==> src/rtl/plic_pkg.sv <==
// plic_pkg: register map offsets, AXI channel FSM states and the
// register address decoder shared by the priority_plic files.
package plic_pkg;

    localparam logic [15:0] PRIO_BASE     = 16'h0000;
    localparam logic [15:0] PENDING_BASE  = 16'h1000;
    localparam logic [15:0] TRIGGER_BASE  = 16'h1080;
    localparam logic [15:0] ENABLE_BASE   = 16'h2000;
    localparam logic [15:0] ENABLE_STRIDE = 16'h0080;
    localparam logic [15:0] CTX_BASE      = 16'h8000;
    localparam logic [15:0] CTX_STRIDE    = 16'h0100;

    typedef enum logic {
        W_IDLE,
        W_RESP
    } write_state_t;

    typedef enum logic {
        R_IDLE,
        R_DATA
    } read_state_t;

    typedef enum logic [2:0] {
        REG_NONE,
        REG_PRIO,
        REG_PEND,
        REG_TRIG,
        REG_EN,
        REG_THR,
        REG_CLAIM
    } reg_kind_t;

    typedef struct packed {
        reg_kind_t   kind;
        logic [5:0]  id;
        logic        hi;
        logic [2:0]  ctx;
    } reg_sel_t;

    // w is the word address (byte address bits 15:2).
    // Range checks on id and ctx are left to the caller.
    function automatic reg_sel_t decode(input logic [13:0] w);
        reg_sel_t s;
        s.kind = REG_NONE;
        s.id   = w[5:0];
        s.hi   = w[0];
        s.ctx  = '0;
        unique case (1'b1)
            (w[13:6] == PRIO_BASE[15:8]): s.kind = REG_PRIO;
            (w[13:1] == PENDING_BASE[15:3]): s.kind = REG_PEND;
            (w[13:1] == TRIGGER_BASE[15:3]): s.kind = REG_TRIG;
            (w[13:8] == ENABLE_BASE[15:10] && w[4:1] == 4'd0): begin
                s.kind = REG_EN;
                s.ctx  = w[7:5];
            end
            (w[13:9] == CTX_BASE[15:11] && w[5:0] == 6'd0): begin
                s.kind = REG_THR;
                s.ctx  = w[8:6];
            end
            (w[13:9] == CTX_BASE[15:11] && w[5:0] == 6'd1): begin
                s.kind = REG_CLAIM;
                s.ctx  = w[8:6];
            end
            default: ;
        endcase
        return s;
    endfunction

endpackage

==> src/rtl/plic_gateway.sv <==
// plic_gateway: per-source interrupt gateway (level or rising-edge).
// Ports: clk, rst_n, irq, trigger, claim_clr, complete_clr -> pending, in_flight.
module plic_gateway (
    input  logic clk,
    input  logic rst_n,
    input  logic irq,
    input  logic trigger,
    input  logic claim_clr,
    input  logic complete_clr,
    output logic pending,
    output logic in_flight
);

    logic irq_q;
    logic edge_set;
    logic level_set;

    // An edge beats a same-cycle claim; a level never re-pends on the
    // claim cycle because the source is about to go in-flight.
    assign edge_set  = trigger & irq & ~irq_q;
    assign level_set = ~trigger & irq & ~in_flight & ~claim_clr;

    always_ff @(posedge clk or negedge rst_n) begin
        if (!rst_n) begin
            irq_q     <= 1'b0;
            pending   <= 1'b0;
            in_flight <= 1'b0;
        end else begin
            irq_q     <= irq;
            pending   <= edge_set | level_set | (pending & ~claim_clr);
            in_flight <= claim_clr | (in_flight & ~complete_clr);
        end
    end

endmodule

==> src/rtl/priority_plic.sv <==
// priority_plic: AXI4-Lite programmed PLIC with per-context arbitration.
// Ports: ACLK/ARESETn, irq sources, eip per context, AXI4-Lite slave.
module priority_plic
    import plic_pkg::*;
#(
    parameter int NUM_SOURCES  = 31,
    parameter int PRIO_BITS    = 3,
    parameter int NUM_CONTEXTS = 2
) (
    input  logic                    ACLK,
    input  logic                    ARESETn,
    input  logic [NUM_SOURCES-1:0]  irq,
    output logic [NUM_CONTEXTS-1:0] eip,
    input  logic                    AWVALID,
    output logic                    AWREADY,
    input  logic [15:0]             AWADDR,
    input  logic [2:0]              AWPROT,
    input  logic                    WVALID,
    output logic                    WREADY,
    input  logic [31:0]             WDATA,
    input  logic [3:0]              WSTRB,
    output logic                    BVALID,
    input  logic                    BREADY,
    output logic [1:0]              BRESP,
    input  logic                    ARVALID,
    output logic                    ARREADY,
    input  logic [15:0]             ARADDR,
    input  logic [2:0]              ARPROT,
    output logic                    RVALID,
    input  logic                    RREADY,
    output logic [31:0]             RDATA,
    output logic [1:0]              RRESP
);

    localparam logic [63:0] SRC_MASK =
        (((64'd1 << NUM_SOURCES) - 64'd1) << 1);

    logic [PRIO_BITS-1:0] prio_q [1:NUM_SOURCES];
    logic [63:0]          trig_q;
    logic [63:0]          en_q [NUM_CONTEXTS];
    logic [PRIO_BITS-1:0] thr_q [NUM_CONTEXTS];

    logic [63:0]            pend;
    logic [NUM_SOURCES:1]   infl;
    logic [NUM_SOURCES:1]   claim_clr;
    logic [NUM_SOURCES:1]   complete_clr;
    logic [NUM_SOURCES:1]   cmp_en;
    logic [5:0]             best_id [NUM_CONTEXTS];
    logic [PRIO_BITS-1:0]   best_pri [NUM_CONTEXTS];
    logic [5:0]             claim_id;

    write_state_t wstate;
    read_state_t  rstate;
    reg_sel_t     aw_sel;
    reg_sel_t     ar_sel;
    logic         wr_hs;
    logic         rd_hs;
    logic [31:0]  rd_word;

    logic unused;
    assign unused = ^{AWPROT, ARPROT, WSTRB, AWADDR[1:0],
                      ARADDR[1:0], infl};

    assign aw_sel = decode(AWADDR[15:2]);
    assign ar_sel = decode(ARADDR[15:2]);

    assign wr_hs   = (wstate == W_IDLE) & AWVALID & WVALID;
    assign AWREADY = wr_hs;
    assign WREADY  = wr_hs;
    assign ARREADY = (rstate == R_IDLE);
    assign rd_hs   = ARREADY & ARVALID;
    assign BRESP   = 2'b00;
    assign RRESP   = 2'b00;

    // Gateways
    assign pend[0] = 1'b0;
    for (genvar i = 1; i <= NUM_SOURCES; i++) begin : g_gw
        plic_gateway u_gw (
            .clk          (ACLK),
            .rst_n        (ARESETn),
            .irq          (irq[i-1]),
            .trigger      (trig_q[i]),
            .claim_clr    (claim_clr[i]),
            .complete_clr (complete_clr[i]),
            .pending      (pend[i]),
            .in_flight    (infl[i])
        );
    end
    if (NUM_SOURCES < 63) begin : g_hi
        assign pend[63:NUM_SOURCES+1] = '0;
    end

    // Strict '>' on best_pri keeps the lowest ID on a tie.
    always_comb begin
        for (int c = 0; c < NUM_CONTEXTS; c++) begin
            best_pri[c] = '0;
            best_id[c]  = '0;
            for (int i = 1; i <= NUM_SOURCES; i++) begin
                if (pend[i] && en_q[c][i] &&
                    (prio_q[i] > thr_q[c]) &&
                    (prio_q[i] > best_pri[c])) begin
                    best_pri[c] = prio_q[i];
                    best_id[c]  = 6'(i);
                end
            end
        end
    end

    // Claim/complete targets
    always_comb begin
        claim_id = '0;
        cmp_en   = '0;
        for (int c = 0; c < NUM_CONTEXTS; c++) begin
            if (ar_sel.kind == REG_CLAIM && ar_sel.ctx == 3'(c))
                claim_id = best_id[c];
            if (aw_sel.kind == REG_CLAIM && aw_sel.ctx == 3'(c))
                cmp_en = en_q[c][NUM_SOURCES:1];
        end
        for (int i = 1; i <= NUM_SOURCES; i++) begin
            claim_clr[i]    = rd_hs && (claim_id == 6'(i));
            complete_clr[i] = wr_hs && (aw_sel.kind == REG_CLAIM) &&
                              (WDATA[5:0] == 6'(i)) && cmp_en[i];
        end
    end

    // Read mux (pre-write values)
    always_comb begin
        rd_word = '0;
        unique case (ar_sel.kind)
            REG_PRIO: begin
                for (int i = 1; i <= NUM_SOURCES; i++)
                    if (ar_sel.id == 6'(i)) rd_word = 32'(prio_q[i]);
            end
            REG_PEND: rd_word = ar_sel.hi ? pend[63:32] : pend[31:0];
            REG_TRIG: rd_word = ar_sel.hi ? trig_q[63:32] : trig_q[31:0];
            REG_EN: begin
                for (int c = 0; c < NUM_CONTEXTS; c++)
                    if (ar_sel.ctx == 3'(c))
                        rd_word = ar_sel.hi ? en_q[c][63:32] : en_q[c][31:0];
            end
            REG_THR: begin
                for (int c = 0; c < NUM_CONTEXTS; c++)
                    if (ar_sel.ctx == 3'(c)) rd_word = 32'(thr_q[c]);
            end
            REG_CLAIM: rd_word = 32'(claim_id);
            default: ;
        endcase
    end

    // Register file
    always_ff @(posedge ACLK or negedge ARESETn) begin
        if (!ARESETn) begin
            for (int i = 1; i <= NUM_SOURCES; i++) prio_q[i] <= '0;
            trig_q <= '0;
            for (int c = 0; c < NUM_CONTEXTS; c++) begin
                en_q[c]  <= '0;
                thr_q[c] <= '0;
            end
        end else if (wr_hs) begin
            unique case (aw_sel.kind)
                REG_PRIO: begin
                    for (int i = 1; i <= NUM_SOURCES; i++)
                        if (aw_sel.id == 6'(i))
                            prio_q[i] <= WDATA[PRIO_BITS-1:0];
                end
                REG_TRIG: begin
                    if (aw_sel.hi) trig_q[63:32] <= WDATA & SRC_MASK[63:32];
                    else           trig_q[31:0]  <= WDATA & SRC_MASK[31:0];
                end
                REG_EN: begin
                    for (int c = 0; c < NUM_CONTEXTS; c++)
                        if (aw_sel.ctx == 3'(c)) begin
                            if (aw_sel.hi)
                                en_q[c][63:32] <= WDATA & SRC_MASK[63:32];
                            else
                                en_q[c][31:0] <= WDATA & SRC_MASK[31:0];
                        end
                end
                REG_THR: begin
                    for (int c = 0; c < NUM_CONTEXTS; c++)
                        if (aw_sel.ctx == 3'(c))
                            thr_q[c] <= WDATA[PRIO_BITS-1:0];
                end
                default: ;
            endcase
        end
    end

    always_ff @(posedge ACLK or negedge ARESETn) begin
        if (!ARESETn) begin
            eip <= '0;
        end else begin
            for (int c = 0; c < NUM_CONTEXTS; c++)
                eip[c] <= (best_id[c] != 6'd0);
        end
    end

    // Write channel FSM
    always_ff @(posedge ACLK or negedge ARESETn) begin
        if (!ARESETn) begin
            wstate <= W_IDLE;
            BVALID <= 1'b0;
        end else begin
            unique case (wstate)
                W_IDLE: if (wr_hs) begin
                    wstate <= W_RESP;
                    BVALID <= 1'b1;
                end
                W_RESP: if (BREADY) begin
                    wstate <= W_IDLE;
                    BVALID <= 1'b0;
                end
            endcase
        end
    end

    // Read channel FSM
    always_ff @(posedge ACLK or negedge ARESETn) begin
        if (!ARESETn) begin
            rstate <= R_IDLE;
            RVALID <= 1'b0;
            RDATA  <= '0;
        end else begin
            unique case (rstate)
                R_IDLE: if (ARVALID) begin
                    rstate <= R_DATA;
                    RVALID <= 1'b1;
                    RDATA  <= rd_word;
                end
                R_DATA: if (RREADY) begin
                    rstate <= R_IDLE;
                    RVALID <= 1'b0;
                end
            endcase
        end
    end

endmodule

==> config.mk <==
export PLATFORM = sky130hd
export DESIGN_NAME = priority_plic
export DESIGN_NICKNAME = d
export VERILOG_FILES = /design/src/rtl/plic_pkg.sv /design/src/rtl/plic_gateway.sv /design/src/rtl/priority_plic.sv
export SDC_FILE = /design/constraint.sdc
export NUM_CORES = 1
export LEC_CHECK = 0
export BUFFER_PORTS_ARGS = -buffer_cell sky130_fd_sc_hd__buf_2
export CAP_MARGIN = 0
export CORE_MARGIN = 10
export CORE_UTILIZATION = 63
export DETAILED_ROUTE_END_ITERATION = 6
export GPL_ROUTABILITY_DRIVEN = 0
export PLACE_DENSITY = 0.82
export SLEW_MARGIN = 15
export SYNTH_ARGS = -nofsm -noshare
export SYNTH_HDL_FRONTEND = slang
export SYNTH_SLANG_ARGS = --single-unit
==> constraint.sdc <==
create_clock -name ACLK -period 55.3 [get_ports ACLK]
set_input_delay 5.53 -clock ACLK [delete_from_list [all_inputs] [get_ports ACLK]]
set_output_delay 5.53 -clock ACLK [all_outputs]
set_load 0.05 [all_outputs]
==> metrics.yaml, run 1 <==
outcome:
  status: "complete, but fails checks"
  violations: "design-rule violations"
timing:
  clock-skew-final_ns: 0.0419
  final_max_slew_viol_count: 0
  max_freq_mhz: 19.4
  rsz0062_at_grt: "no"
  relSlewSlack: 0.307
  fin_crit_sh: 0.933
  holdWs_ns: 0.462
  setup_viol: 0
  tightest_slew_ns: 1.04
  finalWorstSetupSlack_ns: 3.70
  post-route-min-period_ns: 51.60
  hold_viol: 0
  final.setup.tns_ns: 0
worst_setup_path:
  max_stage_delay_ns: 0.64
  rr_startpoint: "thr_q[2]"
  path_max_fanout: 31
  crit_path_start: "thr_q[2]"
  cpMaxStageDelayCell: "nor3_1"
  path_common_cell: "ha_1"
  worstSetupStartpointType: "flop"
  cp.required_ns: 55.70
  critPathKind: "flop to flop"
  critPathCaptureType: "flop"
  critPathArrivalTime_ns: 52.01
drt:
  drt_pre_antenna_iters: 7
  drt_iter0_drc: 3766
  drc: 16
  drt-total-wl_um: 97100
  ant_nets: 0
  vias_per_cell: 7.12
  num_vias: 28300
  wl_per_cell_um: 24.4
finish:
  areaGrowthSynthToFinish_pct: 8.73
  layout_common_cells: "nand2_1, dfrtp_1, ha_1"
  final_net_count: 3759
  drive_above_1_share: 0.163
  final_common_cell: "nand2_1"
  design_area_um2: 30700
grt:
  gr-usage-met1: 0.430
  grt_use_total: 0.345
  grt_pass1_wl_um: 149000
  use_met3: 0.0936
  top_usage_layer: "met2"
  globalRouteOverflowTotal: 0
  met2_usage: 0.544
  antenna_found_initial: 9
  grt_pass1_vias: 27500
  grt_max_degree: 164
logic_synthesis:
  avgSynthCellArea_um2: 8.65
  synthFlopType: "dfrtp_1"
  yosysWarningCount: 0
  synth_cells: 3264
  synth-seq-cells: 323
  synth_area_um2: 28200
  synth-seq-area-share: 0.286
  ys_types: 108
  async_flop_share: 1.00
  synth-edff-count: 0
place:
  post-place-ws_ns: 4.67
  dp_hpwl_um: 69800
  portBuffers: 136
  post_dp_cell_area_um2: 29500
clock_network:
  holdBufCountCts: 0
  cts_root_buffer: "clkbuf_16"
  clk_pin_slew_ns: 0.07
  cts_num_sinks: 323
  clock_latency_ns: 0.57
  cts_tree: "built"
  htree_levels: 2
  cts_buffers: 34
  cts_max_path_buffers: 3
power:
  powerDensity_nw_per_um2: 16.8
  p_clk_frac: 0.474
  vdd_drop_max_mv: 0.0280
  p_leak_nw: 13.6
  seqPwrFrac: 0.464
  switchingPower_uw: 126
  intPower_uw: 389
  netSwitchingFraction: 0.245
  combPwrFrac: 0.062
die:
  row_count: 77
  start_util: 0.637
  dieArea_um2: 53700
  fp.dieW_um: 232
  ios: 155
  core_area_um2: 44300
  dieHeight_um: 232
min_path:
  hp-class: "flop to flop"
  hp-start: "rstate"
run:
  cap_violations: 0
[state kept, by name (all words and copies together) (netlist names)]
name / cells
thr_q: 6
trig_q: 31
wstate: 1
BVALID: 1
rstate: 1
RDATA: 32
g_gw.u_gw.in_flight: 31
en_q: 62
prio_q: 93
RVALID: 1
g_gw.u_gw.pending: 31
eip: 2
g_gw.u_gw.irq_q: 31
[layout make-up]
class                   instances  area [µm²]
inverters                     195         732
repair buffers                170         958
diodes                          4        10.0
clock inverters                 9         164
fillers                      3357       13600
flip-flops and latches        323        8080
multi-input cells            2633       19000
well taps                     592         741
clock buffers                  51        1010
[metrics by stage]
| step | util | power [mW] | instances |
|---|---|---|---|
| final | 0.693 | 0.515 | 3977 |
| after global routing | 0.693 | 0.525 | 3975 |
| after CTS | 0.692 | 0.513 | 3973 |
| after detailed placement | 0.666 | 0.274 | 3913 |
| after global placement | 0.666 | 0.273 | 3913 |
| after floorplan | - | 0.258 | 3267 |
[power groups by stage]
stage               clock, mW  combinational, mW  sequential (mW)
floorplan                   0             0.0139            0.244
global placement            0             0.0299            0.243
detailed placement          0             0.0311            0.243
CTS                     0.243             0.0312            0.239
global route            0.253             0.0338            0.239
finish                  0.244             0.0321            0.239
[cells by family after synthesis]
| kind of cell | synth area share |
|---|---|
| AO/OA/AOI/OAI | 0.238 |
| XOR/XNOR | 0.00310 |
| adder cells (fa/ha/maj) | 0.137 |
| buffers and inverters | 0.0429 |
| flip-flops | 0.286 |
| multiplexers | 0.114 |
| other | 0.000133 |
| AND/OR/NAND/NOR | 0.180 |
[path summary, 6_finish.rpt]
path	endpoint	slack (ns)	depth (start not counted)
setup / recovery	g_gw[14].u_gw.pending	3.70	225
hold / removal	RVALID	0.46	1
setup reg to reg	g_gw[14].u_gw.pending	3.70	225
hold reg to reg	RVALID	0.46	1
max in group asynchronous	g_gw[7].u_gw.pending	48.94	2
min in group asynchronous	en_q[22]	4.99	1
[layer usage]
metal / share of wire / up-vias
met5: 0.00048 / -
met4: 0.053 / 6
met3: 0.13 / 422
met2: 0.44 / 1977
met1: 0.38 / 13500
li1: - / 12400
[worst max-delay path, delay by kind of cell (launching register included)]
family	cells	cell delay, ns
AOI/OAI and AO/OA	90	19.95
adders and majority gates	31	9.28
buffers and inverters	19	2.12
DFF	1	0.40
muxes	20	7.40
and+or+nand+nor	65	12.18
[timing repair]
action                                  CTS  global route
endpoints found under the setup margin    0            56
resized for setup                         0             3
buffers inserted                          0             0
[cell usage after synthesis (all sizes together), types with 23 or more instances]
cell      n  share of area
nand2   325          0.043
a311oi   41          0.014
o21ai   266          0.047
a31oi    40          0.010
nand2b   27         0.0060
nor3b    40          0.011
a22oi    81          0.022
o211ai   26         0.0074
nor2    214          0.029
inv     195          0.026
or2      52          0.012
nand3   119          0.022
buf      25         0.0048
mux2i    63          0.022
dfrtp   323           0.29
mux2    225          0.090
nand3b   30         0.0080
ha      290           0.13
and2     33         0.0073
o31ai    33          0.010
a21o     69          0.018
maj3     23         0.0082
o22ai    44         0.0097
a21oi   152          0.027
nor2b    47          0.010
o21a     28         0.0074
a22o     32         0.0099
clkbuf   91          0.012
nor3     60          0.011
Note: power is estimated with default switching activity, not from simulation.
==> inputs of run 2 (changes only) <==
CORE_MARGIN = 5   (was 10)
CORE_UTILIZATION = 65   (was 63)
PLACE_DENSITY = 0.84   (was 0.82)
clock period = 65.1 ns   (was 55.3 ns; I/O delays follow)
==> metrics.yaml, run 2 (synthesized netlist as in run 1, its figures left out) <==
timing:
  rsz0062_at_grt: "no"
  hold_viol: 0
  tightest_slew_ns: 1.24
  final.setup.tns_ns: 0
  finalWorstSetupSlack_ns: 13.11
  post-route-min-period_ns: 51.99
  setup_viol: 0
  final_max_slew_viol_count: 0
  clock-skew-final_ns: 0.0292
  relSlewSlack: 0.173
  max_freq_mhz: 19.2
  fin_crit_sh: 0.799
finish:
  areaGrowthSynthToFinish_pct: 8.77
  layout_top_registers: "prio_q x93, en_q x62, RDATA x32"
  design_area_um2: 30700
  final_net_count: 3758
  multi_input_area_um2: 19000
  regArea_um2: 8080
  fill_cells: 3010
  top_register: "prio_q"
  layout_common_cells: "nand2_1, dfrtp_1, ha_1"
  drive_above_1_share: 0.161
  largest_register_ffs: 93
  final_common_cell: "nand2_1"
clock_network:
  cts_num_sinks: 323
  cts_root_buffer: "clkbuf_16"
  cts_buffers: 34
  clk_pin_slew_ns: 0.07
  cts_tree: "built"
  cts_max_path_buffers: 3
  holdBufCountCts: 0
  cts_resized: 0
  postCtsSetupBuffers: 0
  clock_latency_ns: 0.55
  htree_levels: 2
grt:
  grt_pass1_vias: 28400
  grt_pass1_wl_um: 152000
  antenna_found_initial: 7
  grt_max_degree: 140
  grt_use_total: 0.396
  globalRouteOverflowTotal: 0
power:
  vdd_drop_max_mv: 0.0230
  p_leak_nw: 13.6
  powerDensity_nw_per_um2: 14.5
worst_setup_path:
  path_common_cell: "ha_1"
  crit_family: "compound AO/OA/AOI/OAI gates"
  worstSetupStartpointType: "flop"
  path_max_fanout: 14
  cpMaxStageDelayCell: "a311oi_1"
  cp_num_buf_inv: 17
  critPathCaptureType: "flop"
  max_stage_delay_ns: 0.71
  critPathKind: "flop to flop"
  critPathArrivalTime_ns: 52.39
  cp_num_cells: 221
  reg2reg_depth: 221
  cp.required_ns: 65.50
drt:
  wl_per_cell_um: 24.6
  vias_per_cell: 7.25
  ant_nets: 0
  drt-total-wl_um: 97600
  num_vias: 28700
  drc: 0
  drt_iter0_drc: 4159
  drt_pre_antenna_iters: 6
die:
  start_util: 0.656
  fp.dieW_um: 218
  dieHeight_um: 218
  core_area_um2: 43100
  dieArea_um2: 47700
  ios: 155
  row_count: 76
place:
  dp_hpwl_um: 69900
  post_dp_cell_area_um2: 29500
  portBuffers: 136
  post-place-ws_ns: 14.68
outcome:
  status: "completed"
min_path:
  hp-class: "flop to flop"
  holdPathStages: 1
run:
  cap_violations: 0
run 2: worst paths after layout:
path                                 start                     to  slack, ns
min in group asynchronous          ARESETn  g_gw[26].u_gw.pending       5.87
worst max register to register  prio_q[91]  g_gw[14].u_gw.pending      13.11
worst max-delay path            prio_q[91]  g_gw[14].u_gw.pending      13.11
worst min-delay path                rstate                 RVALID       0.46
worst min register to register      rstate                 RVALID       0.46
max in group asynchronous          ARESETn               en_q[10]      57.28
run 2: worst reg2reg max path, delay by kind of cell, from the launching register on:
kind / cells / cell delay (ns)
AOI/OAI and AO/OA: 88 / 20.40
adders and majority gates: 31 / 9.48
DFF: 1 / 0.47
buffers and inverters: 17 / 1.59
muxes: 21 / 7.71
and+or+nand+nor: 64 / 12.20
run 2: metrics by stage:
step | utilization | hold slack [ns] | power (mW) | cells
floorplan | - | 0.423 | 0.219 | 3267
global route | 0.713 | 0.485 | 0.454 | 3960
global placement | 0.684 | 0.438 | 0.232 | 3904
CTS | 0.712 | 0.457 | 0.443 | 3959
finish | 0.713 | 0.459 | 0.445 | 3966
detailed placement | 0.684 | 0.461 | 0.233 | 3904
run 2: layout make-up:
| cell class | instances | area share |
|---|---|---|
| inverter | 195 | 0.0238 |
| timing repair buffer | 169 | 0.0312 |
| antenna | 6 | 0.000489 |
| sequential | 323 | 0.263 |
| multi-input combinational | 2633 | 0.619 |
| clock inverter | 15 | 0.00965 |
| clock buffer | 40 | 0.0291 |
| tap | 585 | 0.0238 |
run 2: power by group:
part	switching, mW	total (mW)	internal (mW)	leakage [nW]
registers	0.000629	0.203	0.202	4.14
clock network	0.0873	0.214	0.127	0.579
logic	0.0206	0.0279	0.00723	8.86
total	0.109	0.445	0.336	13.6
run 2: metal layers:
layer / share of wire / GRT usage / vias to the layer above
met3: 0.13 / 0.0957 / 559
met4: 0.065 / 0.219 / 10
met1: 0.37 / 0.506 / 13700
met2: 0.44 / 0.619 / 2118
met5: 0.00061 / 0 / -
li1: - / - / 12300
